### config.mk
export PLATFORM = sky130hd
export DESIGN_NAME = ef_pwm32_capture
export DESIGN_NICKNAME = d
export VERILOG_FILES = /design/src/rtl/ef_pwm32_capture_pkg.sv /design/src/rtl/ef_pwm32_sync_edge.sv /design/src/rtl/ef_pwm32_capture.sv
export SDC_FILE = /design/constraint.sdc
export NUM_CORES = 1
export LEC_CHECK = 0
export CAP_MARGIN = 20
export CORE_ASPECT_RATIO = 1.75
export CORE_MARGIN = 2
export CORE_UTILIZATION = 55
export CTS_BUF_LIST = sky130_fd_sc_hd__clkbuf_4 sky130_fd_sc_hd__clkbuf_8
export DETAILED_ROUTE_END_ITERATION = 6
export MAX_ROUTING_LAYER = met4
export PLACE_DENSITY = 0.8
export SLEW_MARGIN = 20
export SYNTH_ARGS = -nofsm -noshare
export SYNTH_HDL_FRONTEND = slang
export SYNTH_HIERARCHICAL = 1
export SYNTH_SLANG_ARGS = --single-unit
### constraint.sdc
create_clock -name PCLK -period 4.59 [get_ports PCLK]
set_input_delay 0.6885 -clock PCLK [delete_from_list [all_inputs] [get_ports PCLK]]
set_output_delay 0.6885 -clock PCLK [all_outputs]
set_load 0.005 [all_outputs]
### src/rtl/ef_pwm32_capture_pkg.sv
// ef_pwm32_capture_pkg: shared FSM state type and default sizing for the PWM capture block
package ef_pwm32_capture_pkg;
    localparam int DEF_CNT_W = 32;
    localparam int DEF_SYNC_STAGES = 2;
    typedef enum logic [1:0] {IDLE = 2'd0, ARM = 2'd1, MEAS = 2'd2} state_t;
endpackage

### src/rtl/ef_pwm32_sync_edge.sv
// ef_pwm32_sync_edge: synchronises the asynchronous PWM input and flags rising/falling edges
module ef_pwm32_sync_edge
    import ef_pwm32_capture_pkg::*;
#(
    parameter int SYNC_STAGES = DEF_SYNC_STAGES
) (
    input  logic PCLK,
    input  logic PRESETn,
    input  logic din,
    output logic sync_level,
    output logic rise,
    output logic fall
);
    logic [SYNC_STAGES-1:0] sync;
    logic prev;
    // shift the input through the synchroniser and keep a one-cycle-old copy of its output
    always_ff @(posedge PCLK or negedge PRESETn) begin
        if (!PRESETn) begin
            sync <= '0;
            prev <= 1'b0;
        end else begin
            sync <= {sync[SYNC_STAGES-2:0], din};
            prev <= sync[SYNC_STAGES-1];
        end
    end
    assign sync_level = sync[SYNC_STAGES-1];
    assign rise = sync_level & ~prev;
    assign fall = ~sync_level & prev;
endmodule

### src/rtl/ef_pwm32_capture.sv
// ef_pwm32_capture: measures PWM period and high time in PCLK cycles with a one-deep result channel
module ef_pwm32_capture
    import ef_pwm32_capture_pkg::*;
#(
    parameter int CNT_W = DEF_CNT_W,
    parameter int SYNC_STAGES = DEF_SYNC_STAGES
) (
    input  logic             PCLK,
    input  logic             PRESETn,
    input  logic             en,
    input  logic             pwm_in,
    input  logic [CNT_W-1:0] timeout,
    input  logic             clr,
    input  logic             meas_ready,
    output logic             meas_valid,
    output logic [CNT_W-1:0] period,
    output logic [CNT_W-1:0] high_time,
    output logic             overflow,
    output logic             overrun,
    output logic             stall,
    output logic             level
);
    state_t state, state_nxt;
    logic [CNT_W-1:0] cnt, idle_cnt, hi;
    logic hi_ovf, sync_level, rise, fall, any_edge;
    logic cnt_sat, idle_sat, stall_hit, new_res, hold;

    ef_pwm32_sync_edge #(.SYNC_STAGES(SYNC_STAGES)) u_sync (
        .PCLK(PCLK),
        .PRESETn(PRESETn),
        .din(pwm_in),
        .sync_level(sync_level),
        .rise(rise),
        .fall(fall)
    );

    assign any_edge = rise | fall;
    assign cnt_sat = &cnt;
    assign idle_sat = &idle_cnt;
    // an edge in the same cycle restarts the idle count, so it takes priority over a stall
    assign stall_hit = en && state != IDLE && !any_edge && timeout != '0 && idle_cnt == timeout;
    assign new_res = en && state == MEAS && rise;
    assign hold = meas_valid && !meas_ready;

    // next state: disable dominates, a stall drops back to waiting for a fresh rise
    always_comb begin
        state_nxt = !en ? IDLE : stall_hit ? ARM : state == IDLE ? ARM : rise ? MEAS : state;
    end

    // FSM, free-running saturating counters and captured high time
    always_ff @(posedge PCLK or negedge PRESETn) begin
        if (!PRESETn) begin
            state <= IDLE;
            cnt <= '0;
            idle_cnt <= '0;
            hi <= '0;
            hi_ovf <= 1'b0;
        end else if (!en) begin
            state <= IDLE;
            cnt <= '0;
            idle_cnt <= '0;
            hi <= '0;
            hi_ovf <= 1'b0;
        end else begin
            state <= state_nxt;
            cnt <= rise ? CNT_W'(1) : cnt_sat ? cnt : cnt + CNT_W'(1);
            idle_cnt <= any_edge ? CNT_W'(1) : idle_sat ? idle_cnt : idle_cnt + CNT_W'(1);
            if (fall && state == MEAS) begin
                hi <= cnt;
                hi_ovf <= cnt_sat;
            end
        end
    end

    // result register, sticky overrun and stall/level status
    always_ff @(posedge PCLK or negedge PRESETn) begin
        if (!PRESETn) begin
            meas_valid <= 1'b0;
            period <= '0;
            high_time <= '0;
            overflow <= 1'b0;
            overrun <= 1'b0;
            stall <= 1'b0;
            level <= 1'b0;
        end else begin
            if (clr) overrun <= 1'b0;
            if (new_res && hold) overrun <= 1'b1;
            if (!en) begin
                meas_valid <= 1'b0;
                stall <= 1'b0;
                level <= 1'b0;
            end else begin
                meas_valid <= new_res | hold;
                if (new_res) begin
                    period <= cnt;
                    high_time <= hi;
                    overflow <= cnt_sat | hi_ovf;
                end
                if (stall_hit) begin
                    stall <= 1'b1;
                    level <= sync_level;
                end else if (any_edge || clr) begin
                    stall <= 1'b0;
                    level <= 1'b0;
                end
            end
        end
    end
endmodule

**Word level (Yosys, flattened, before mapping)**

Index checks and enable logic that the tools add are counted.

- Flip-flop bits (word level): 171
- Bits of input ports: 38
- Output and inout port bits: 69
- Logic and storage cells: 71

- Add/subtract/negate cells: 2
- Equality and inequality tests: 7
- Multiplexer cells: 22
- Bitwise operators: 7
- Reductions and logical operators: 19

Operators with widths:

| kind | count |
|---|---|
| two-way mux 32 bit | 8 |
| adder 32 x 1 -> 32 bit, second input constant | 2 |
| AND reduction 32 bit | 2 |
| equality test 32 bit | 1 |
| nonzero test 32 bit | 1 |
| two-way mux 1 bit | 10 |
| logical AND 1 bit | 9 |
| two-way mux 2 bit | 4 |
| inequality test 3 bit, second input constant | 2 |
| inequality test 4 x 1 -> 1 bit, second input constant | 1 |
| nonzero test 2 bit | 2 |
| inequality test 3 x 1 -> 1 bit, second input constant | 1 |
| OR 1 bit | 3 |
| bitwise AND 1 bit | 2 |
| equality test 2 bit, second input constant | 1 |
| zero test 1 bit | 2 |
| zero test 2 bit | 1 |
| inequality test 2 x 1 -> 1 bit, second input constant | 1 |
| inverter 1 bit | 2 |
| AND reduction 2 bit | 1 |
| logical OR 1 bit | 1 |

**Logic depth before layout (Yosys ltp)**

- Word-level depth: 9
- Mapped depth: 8
- Gate-level depth less buffers: 6

**By module**

The synthesis kept the hierarchy.

Modules (own cells, without submodules):

| module | times used | cells each | area each (um2) | seq. area each (um2) |
|---|---|---|---|---|
| ef_pwm32_capture | 1 | 695 | 7741.2 | 4204.0 |
| ef_pwm32_sync_edge | 1 | 5 | 90.1 | 75.1 |

**Worst setup path after synthesis**

OpenSTA, ideal clock, no wires.

- Kind: reg2reg
- From: register cnt[9]
- To: register cnt[21]
- Library setup time: 0.078 ns
- Arrival time: 2.069 ns
- Required time: 4.512 ns
- Path slack: 2.443 ns
- Cell stages (with the launch flop): 7
- Path buffers: 1
- Clock period less this slack: 2.147 ns
- Cells stage by stage: dfrtp_1 -> nand4_2 -> or2_1 -> buf_6 -> or4_4 -> or4_1 -> a21oi_1

- Cells in the longest elaborated chain, start to end: 4
- Elaborated cells between the ends (all ways): 6
- Classes of those cells: add/sub: 1; eq/ne: 1; mux: 3; reduce/logical: 1

Ends and longest elaborated chain:

| item | line | text |
|---|---|---|
| start: declaration | ef_pwm32_capture.sv:24 | `logic [CNT_W-1:0] cnt, idle_cnt, hi;` |
| start signal: assignment | ef_pwm32_capture.sv:66 | `cnt <= rise ? CNT_W'(1) : cnt_sat ? cnt : cnt + CNT_W'(1);` |
| adder 32 x 1 -> 32 bit | ef_pwm32_capture.sv:66 |  |
| two-way mux 32 bit (2 in a row) | ef_pwm32_capture.sv:66 |  |
| two-way mux 32 bit | ef_pwm32_capture.sv:58 | `end else if (!en) begin` |

Parallel ways exist; a longest one is shown, timed or not. The select of a mux whose other input is x is not followed.
A chain may end at the register's enable or synchronous reset.

**Final worst setup path**

- From: register cnt[20]
- To: register cnt[14]

- Cells in the longest elaborated chain, start to end: 2

Ends and longest elaborated chain:

| item | line | text |
|---|---|---|
| AND reduction 32 bit | ef_pwm32_capture.sv:38 | `assign cnt_sat = &cnt;` |
| inequality test 3 bit (no source line) | - |  |

Every way passes these cells.

==> flow_summary.ini <==
[cells_and_area]
utilization_pct = 67.9
nets = 835
drive_gt1_share_pct = 14.0
antenna_cells = 0
areaGrowthSynthToFinish_pct = 20.6

[setup_path]
crit_path_end_kind = flop
worstPathArrival_ns = 3.09
worst-setup-path-type = reg -> reg
required_ns = 4.97
critPathMaxFanout = 7
start_kind = flop

[synthesis]
yosysMostFrequentCell = dfrtp_1
synthMuxAreaShare_pct = 8.98
synthAdderAreaFrac_pct = 0.320
synth-xor-area-share_pct = 4.36
synth_edf_count = 0
synth_top_area_share_pct = 54.6
ys_ff_latch = 171
syn_area_per_cell_um2 = 11.2
synth_top_family_by_area = simple AND/OR/NAND/NOR gates
synth_area_leaders = dfrtp_1, mux2_2, xor2_1
synth_async_sr_flop_share_pct = 100
synth-simple-area-share_pct = 16.1
synth_compound_area_share_pct = 13.1
synthCells = 700
netlist_area_um2 = 7830
yosysSeqAreaShare_pct = 54.6
synth_top_area_cell = dfrtp_1
synth_nets = 740
synth_common_cells = dfrtp_1, mux2_2, a21oi_1
synth_warnings = 6
synth_cell_types = 57
yosys_most_used_dff = dfrtp_1

[drt]
wl_met2_um = 10600
top_layer_used = met4
via_per_inst = 6.18
drc = 0
wl_met1_um = 6900
wl_met3_um = 860
route.vias.total = 6086
antenna_left = 0
finalWirelength_um = 19200
drt-wirelength-per-cell_um = 19.5
firstDrtPassIters = 7
drt_iter0_markers = 286

[cts]
htree_num_levels = 4
post_cts_resized = 0
postCtsHoldBufs = 0
cts_tree = yes
cts-root-buf = clkbuf_8
clock_sink_count = 171
clk_latency_ns = 0.46
clock_path_buffers = 2
cts.clk_slew.worst_paths_ns = 0.10
cts_setup_buffers = 0
cts_buffers = 17

[timing]
tightest_slew_ns = 1.07
setup_tns_ns = 0
final_max_slew_viol_count = 0
setup_violations = 0
finalCritPeriodShare_pct = 59.2
clock_skew_ns = 0.0162
min_period_ns = 2.72
rsz0062_at_grt = no
hold_viol = 0
clock.fmax_mhz = 368
relSlewSlack_pct = 27.4

[global_route]
track_usage_pct = 27.1
antenna_found_initial = 0
grt_pass1_wl_um = 31200
gr-total-overflow = 0
grt_pass1_vias = 6285
grt_max_degree = 110

[die]
pin_count = 107
core_um2 = 13900
die-area_um2 = 15200
die_h_um = 162
start_util_pct = 56.3
die_w_um = 94.2
fp-row-count = 57

[power]
power_leakage_nw = 4.05
cellPowerDensity_nw_per_um2 = 291
ir_drop_uv = 158

[placement]
gp_congestion = 0.918
hpwl_um = 13900
port_buffers = 106

[worst_hold_path]
hold_path_class = in -> async

[flow_run]
max_cap_viol_count = 0

[run_status]
outcome = finished, final reports clean
[stage by stage]
| step | cell area (um2) | total power (W) | cells | hold WS [ns] | setup WS [ns] |
|---|---|---|---|---|---|
| 2_1_floorplan | 7830 | 0.00160 | 700 | 0.331 | 2.44 |
| 3_3_place_gp | 9040 | 0.00170 | 953 | 0.359 | 1.46 |
| 3_5_place_dp | 9040 | 0.00170 | 953 | 0.352 | 1.41 |
| 4_1_cts | 9450 | 0.00277 | 985 | 0.372 | 1.88 |
| 5_1_grt | 9450 | 0.00284 | 985 | 0.382 | 1.70 |
| 6_report | 9450 | 0.00275 | 985 | 0.324 | 1.87 |
[placed cells by master (no fill, tap or decap), types with 3 or more instances in the layout]
cell,synthesis,routed
dfrtp_1,171,171
clkdlybuf4s50_1,0,105
mux2_2,58,58
a21oi_1,42,42
nand2_1,40,40
o21ai_0,37,37
xor2_1,35,35
or3_1,35,35
a22o_1,33,33
nor2_1,27,27
nand3_1,24,23
nor4_1,24,23
nand4_1,19,19
clkbuf_8,0,17
or4_1,14,14
inv_1,11,11
o31ai_1,8,8
o211ai_1,7,7
buf_4,0,7
and3_1,6,6
and4_1,5,5
mux2i_1,5,5
or2_2,4,4
xnor2_1,4,4
nor3_1,4,4
inv_6,0,4
nor2b_1,3,3
nand2b_1,3,3
and2_1,3,3
o2111ai_1,3,3
o21a_1,3,3
o31a_1,3,3
inv_8,0,3
clkinv_8,0,3
[final cells by class]
cell class	count	area, um2
tap	177	221
inverter	11	41.3
timing repair buffer	113	1110
sequential	171	4280
clock inverter	15	176
clock buffer	17	234
fill	1065	4460
multi-input combinational	481	3380
[layer usage]
| metal | track usage, % | vias up |
|---|---|---|
| li1 | - | 2810 |
| met1 | 28.9 | 2979 |
| met2 | 47.8 | 233 |
| met3 | 4.41 | 64 |
| met4 | 13.4 | 0 |
| met5 | - | - |
[worst max-delay path, cell delays in order (launching register included)]
cell and delay [ns]:
dfrtp_1 0.48, nand4_1 0.22, or4_1 0.65, o311ai_0 0.91, o21ai_0 0.21, a21oi_1 0.17
[cell families after synthesis]
group | Yosys count
mux | 63
xor+xnor | 39
compound gates | 153
flops | 171
fa+ha+maj | 2
buf+inv | 48
simple gates | 224
[path summary, 6_finish.rpt]
| path | from | endpoint | slack, ns | cells after the start |
|---|---|---|---|---|
| worst max register to register | cnt[20] | cnt[14] | 1.87 | 5 |
| max in group asynchronous | PRESETn | state[1] | 3.21 | 2 |
| worst min register to register | u_sync/sync[0] | u_sync/sync[1] | 0.37 | 0 |
| worst min-delay path | PRESETn | high_time[29] | 0.32 | 1 |
| worst max-delay path | cnt[20] | cnt[14] | 1.87 | 5 |
| min in group PCLK | u_sync/sync[0] | u_sync/sync[1] | 0.37 | 0 |
[power by group]
group / switching, W / internal (W) / leakage, nW / total, W
logic: 0.0000839 / 0.0000595 / 1.48 / 0.000143
clock network: 0.000619 / 0.000459 / 0.202 / 0.00108
registers: 0.0000101 / 0.00152 / 2.37 / 0.00153
[state kept, by name, summed over array words and instances (netlist names)]
signal,count
idle_cnt,32
period,32
u_sync/sync,2
high_time,32
meas_valid,1
cnt,32
hi_ovf,1
state,2
stall,1
level,1
overrun,1
overflow,1
u_sync/prev,1
hi,32
(Power assumes the default switching activity.)
